**src/rtl/decimal_entry_to_bin.sv**
```systemverilog
// Keypad decimal entry: accumulates up to three BCD digits plus a sign and
// commits an 8-bit two's-complement value. Multiply-by-ten spans two cycles.
module decimal_entry_to_bin (
    input  logic       clk,
    input  logic       rst,
    input  logic [3:0] digit,
    input  logic       digit_valid,
    input  logic       neg_toggle,
    input  logic       enter,
    input  logic       clear,
    output logic [7:0] val,
    output logic       val_valid,
    output logic       neg,
    output logic [1:0] count,
    output logic       busy,
    output logic       err
);

    typedef enum logic [1:0] {
        IDLE  = 2'd0,
        MUL1  = 2'd1,
        MUL2  = 2'd2,
        ERROR = 2'd3
    } state_t;

    state_t     state;
    logic [9:0] acc;
    logic [9:0] tmp;
    logic [3:0] dig;

    logic       commit_ok;
    logic [7:0] neg_mag;

    // Negative entries may reach one step further than positive ones (-128).
    always_comb begin
        commit_ok = neg ? (acc <= 10'd128) : (acc <= 10'd127);
        neg_mag   = 8'd0 - acc[7:0];
    end

    // NOTE: every register here is state, so all updates are non-blocking.
    always_ff @(posedge clk or posedge rst) begin
        if (rst) begin
            state     <= IDLE;
            acc       <= '0;
            tmp       <= '0;
            dig       <= '0;
            val       <= '0;
            val_valid <= 1'b0;
            neg       <= 1'b0;
            count     <= '0;
            busy      <= 1'b0;
            err       <= 1'b0;
        end else begin
            val_valid <= 1'b0;
            if (clear) begin
                state <= IDLE;
                acc   <= '0;
                count <= '0;
                neg   <= 1'b0;
                busy  <= 1'b0;
                err   <= 1'b0;
            end else begin
                case (state)
                    IDLE: begin
                        if (neg_toggle)
                            neg <= ~neg;
                        if (digit_valid) begin
                            if (digit > 4'd9 || count == 2'd3) begin
                                state <= ERROR;
                                err   <= 1'b1;
                            end else begin
                                dig   <= digit;
                                state <= MUL1;
                                busy  <= 1'b1;
                            end
                        end else if (enter) begin
                            if (commit_ok) begin
                                val       <= neg ? neg_mag : acc[7:0];
                                val_valid <= 1'b1;
                                acc       <= '0;
                                count     <= '0;
                                neg       <= 1'b0;
                            end else begin
                                state <= ERROR;
                                err   <= 1'b1;
                            end
                        end
                    end
                    MUL1: begin
                        // acc is at most 99 here, so acc*8 still fits 10 bits.
                        tmp   <= acc << 3;
                        state <= MUL2;
                    end
                    MUL2: begin
                        acc   <= tmp + (acc << 1) + {6'd0, dig};
                        count <= count + 2'd1;
                        busy  <= 1'b0;
                        state <= IDLE;
                    end
                    ERROR: ;
                    default: state <= IDLE;
                endcase
            end
        end
    end

endmodule
```
**config.mk**
```make
export PLATFORM = sky130hd
export DESIGN_NAME = decimal_entry_to_bin
export DESIGN_NICKNAME = d
export VERILOG_FILES = /design/src/rtl/decimal_entry_to_bin.sv
export SDC_FILE = /design/constraint.sdc
export NUM_CORES = 1
export LEC_CHECK = 0
export CAP_MARGIN = 20
export CELL_PAD_IN_SITES_DETAIL_PLACEMENT = 0
export CELL_PAD_IN_SITES_GLOBAL_PLACEMENT = 1
export CORE_MARGIN = 8
export CORE_UTILIZATION = 48
export CTS_BUF_LIST = sky130_fd_sc_hd__clkbuf_8 sky130_fd_sc_hd__clkbuf_16
export DETAILED_ROUTE_END_ITERATION = 7
export PLACE_DENSITY = 0.81
export SYNTH_ARGS = -nofsm -noshare
export SYNTH_HDL_FRONTEND = slang
export SYNTH_SLANG_ARGS = --single-unit
export TNS_END_PERCENT = 30
```
**constraint.sdc**
```tcl
create_clock -name clk -period 6.75 [get_ports clk]
set_input_delay 1.35 -clock clk [delete_from_list [all_inputs] [get_ports clk]]
set_output_delay 1.35 -clock clk [all_outputs]
set_load 0.02 [all_outputs]
```
# Word level (Yosys, flattened, before mapping)
# Cells that the tools add are included.
# totals
register_bits	37
output_inout_bits	14
word_cells	85
# classes
add_sub_neg	4
n_lt_le_gt_ge	3
n_eq_ne	12
n_mux	39
n_bitwise	4
n_reduce_logical	13
# ops
operator	n
2-to-1 mux 10 bit	4
2-to-1 mux 1 bit	21
one-hot mux 10 bit (2 select lines)	1
2-to-1 mux 2 bit	9
inequality test 3 bit (second input constant)	6
AND reduction 4 bit	3
adder 10 bit	1
adder 10 x 4 -> 10 bit	1
less-or-equal comparator 10 x 7 -> 1 bit (second input constant)	1
less-or-equal comparator 10 x 8 -> 1 bit (second input constant)	1
2-to-1 mux 8 bit	1
inequality test 4 bit (second input constant)	2
subtractor 1 x 8 -> 8 bit (first input constant)	1
one-hot mux 2 bit (3 select lines)	1
AND reduction 3 bit	2
nonzero test 3 bit	2
AND reduction 5 bit	1
== test 2 bit (second input constant)	2
greater-than comparator 4 bit (second input constant)	1
NOT 1 bit	4
one-hot mux 2 bit (2 select lines)	1
nonzero test 4 bit	1
inequality test 3 x 1 -> 1 bit (second input constant)	1
adder 2 x 1 -> 2 bit (second input constant)	1
6 further kinds	6

# Logic depth before layout (Yosys ltp)
# depth
depth_word	7
mapped_depth	8
depth_no_buf	8

# Least setup slack after synthesis
# No wires, ideal clock.
# synth_timing
path_type	input -> register
from	input port digit_valid
to	register acc[4]
setup_time_ns	0.125
arrival_ns	2.722
setup_slack_ns	3.903
stages	4
n_path_buf	0
path_cell_list	or4b_2 > o21ai_0 > a221o_2 > mux2_2
# synth_via
elab_chain_cells	2
# synth_rtl
element	line_no	source
start: declaration	7	input logic digit_valid,
inequality test 3 bit (no source line)	n/a	
AND reduction 4 bit (no source line)	n/a	
end signal: assignment	95	acc <= tmp + (acc << 1) + {6'd0, dig};
end: declaration	27	logic [9:0] acc;
# Every way passes these cells.
# A chain may end at the register's enable or synchronous reset.

# Worst setup path after layout
# Same ends and word-level chain as after synthesis.

==> metrics <==
H-tree levels=2; vias in the first global route=1764; grt ovf=0; root buffer cell=clkbuf_8; First DRT Iteration DRCs=65; die area=7300 sq um; Power Dens Cells=311 nW/um^2; xor and xnor area share after synthesis=3.41%; fmax=between 200 and 300 MHz; GR Util All Layers=14.4%; count leader, synth=dfrtp_1; Main synth FF type=dfrtp_1; Reg-to-Reg Start=acc[2]; top cells by area, synth=dfrtp_1 40%, ha_1 10%, mux2_2 7.8%; Post-synth ARST share=100%; boundary pin count=24; Max Cap Viol=0; number of core rows=25; Pre-antenna DRT Iters=4; critical path launch point type=input pin; status=finished clean; worst setup margin=3.37 ns; Leak=1.28 nW; Area growth syn-to-layout=16.9%; Synth Warn #=0; slowest CP cell=or4b_2; commonest cells in the netlist=37 x dfrtp_1, 24 x inv_1, 19 x ha_1, 19 x nand2_1, 17 x o21ai_0; #FFs+latches synth=37; Die Wd=approximately 85 um; Yosys top cell area share=40.0%; # nets final=about 280; share of post-route cells with drive strength above 1=13.3%; hold path start=err; Synth area leader=dfrtp_1; Max-slew headroom=about half; first-pass GRT wire length=8370 um; sequential share of the synthesized area=between 40% and 50%; Initial Util=49.3%; # resized after CTS=0; simple-gate portion of the synthesized area=between 10% and 20%; Via Count=1730; routing usage on met1=18.0%; CP endpoint kind=flop; TritonCTS buffer count=5; Worst Tran Pin Value=0.752 ns; worst endpoint required time=between 6 and 7 ns; pre-CTS WS=3.07 ns; met3 Use GR=3.67%; peak supply drop=0.000150 V; crit-path cells=clkdlybuf4s50_1 > or4b_2 > o21ai_0 > a221o_2 > mux2_2; Synth Area in Compound Gates=16.9%; max-slew violations=0; unrepaired setup endpoints after global routing=no; IO buf count=23; Syn Inst Count=222; antenna violations before repair=0; CTS tree=done; DRT Wirelength=4850 um; CTS Hold Bufs=0; total power draw=around 840 uW; final setup fails=0; routability cong.=0.816; CTS sink cnt=37; minimum clock period=3.38 ns; DPL Wire Length=around 3700 um; Mapped Nets=253; die extent in y=85.4 um; clock skew=~0.008 ns; cell area after synthesis=2310 sq um; clock transition at the registers of the reported paths=0.07 ns; post-synthesis mux area share=between 10% and 20%; CP startpoint=digit_valid; Avg WL per Cell=16.0 um; CTS Buffer Depth=2; clk_lat worst skew=0.29 ns; largest net degree at the start of global routing=38; met2 Resource Use GR=23.4%; DR vias/cell=5.71; max incr delay on CP=between 0.6 and 0.7 ns; HP Class=reg2reg; number of setup buffers added after CTS=0; largest family of logic cells by synthesized area=compound AO/OA/AOI/OAI gates; ant diodes=0; Post-Synth Adder-Cell Area=between 10% and 20%; setup TNS=0 ns; core area=4690 sq um; GRT Max-Usage Layer=met2; number of remaining DRC errors=0; final hold vios=0; distinct cell type count after synthesis=46; fin crit share=50.0%; critical path class=in2reg; Post-DRT Antenna Nets=0; Avg Inst Size Synth=10.4 sq um; crit path max fanout=12; Filler cells=roughly 430; Post-synth EDFFs=0; Worst EP arrival=around 3.6 ns
## stage by stage
stage / instance area, sq um / std cells / hold slack (ns) / util (%)
floorplan: 2310 / 222 / 0.450 / -
global placement: 2590 / 295 / 0.463 / 55.3
detailed placement: 2590 / 295 / 0.466 / 55.3
CTS: 2710 / 303 / 0.481 / 57.7
global route: 2710 / 303 / 0.507 / 57.7
finish: 2710 / 303 / 0.475 / 57.7
## state kept, by name, indices dropped and copies added, names as in the netlist
register	count
state	2
tmp	7
busy	1
acc	10
count	2
dig	4
val	8
val_valid	1
err	1
neg	1
## cells in the final DEF (no fill, tap or decap), types with 4 or more instances in the layout
cell	Yosys	routed
xnor2_1	9	9
o21ai_0	17	17
o21a_1	4	4
clkbuf_8	0	5
nor2_1	6	6
a21oi_1	6	6
a311oi_1	4	4
nand2_1	19	19
clkdlybuf4s50_1	0	23
nand2b_1	4	4
ha_1	19	19
mux2_2	16	16
dfrtp_1	37	37
mux2i_1	8	8
inv_1	24	25
## metal layers
metal  part of all wire [%]  vias to the layer above  routed length (um)
li1                       -                      846                   -
met1                     47                      839                2280
met2                     47                       36                2280
met3                    4.4                        9                 214
met4                    1.6                        0                  77
met5                      0                        -                   0
## critical path: cells and delay by family
family,cells,cell delay [ns]
muxes,1,0.37
buffers and inverters,1,0.51
AOI/OAI and AO/OA,2,0.64
and+or+nand+nor,1,0.68
## layout make-up
cell class | instances | area [sq um] | share of cell area, %
Clock inverter | 3 | 42.5 | 1.57
Multi-Input combinational cell | 156 | 1270 | 47.0
Sequential cell | 37 | 926 | 34.2
Tap cell | 54 | 67.6 | 2.50
Timing Repair Buffer | 24 | 238 | 8.79
Clock buffer | 5 | 68.8 | 2.54
Inverter | 24 | 90.1 | 3.33
## final timing paths
| path | end | slack (ns) | cells past startpoint |
|---|---|---|---|
| setup / recovery | acc[4] | 3.37 | 5 |
| hold / removal | err | 0.48 | 2 |
| setup reg to reg | acc[8] | 4.09 | 8 |
| hold reg to reg | err | 0.48 | 2 |
| max in group asynchronous | acc[2] | 4.95 | 3 |
| min in group asynchronous | val_valid | 1.46 | 3 |
## cells by family after synthesis
family,count (synthesis)
adders and majority gates,21
muxes,24
DFF,37
buffers and inverters,29
and+or+nand+nor,48
AOI/OAI and AO/OA,54
xor gates and xnor gates,9
## power by group
part	total (mW)	switching [mW]	internal [mW]
Clock	0.191	0.0814	0.109
Sequential	0.304	0.0341	0.270
Combinational	0.346	0.185	0.161
Total	0.840	0.301	0.540
Note: power is estimated with default switching activity, not from simulation.
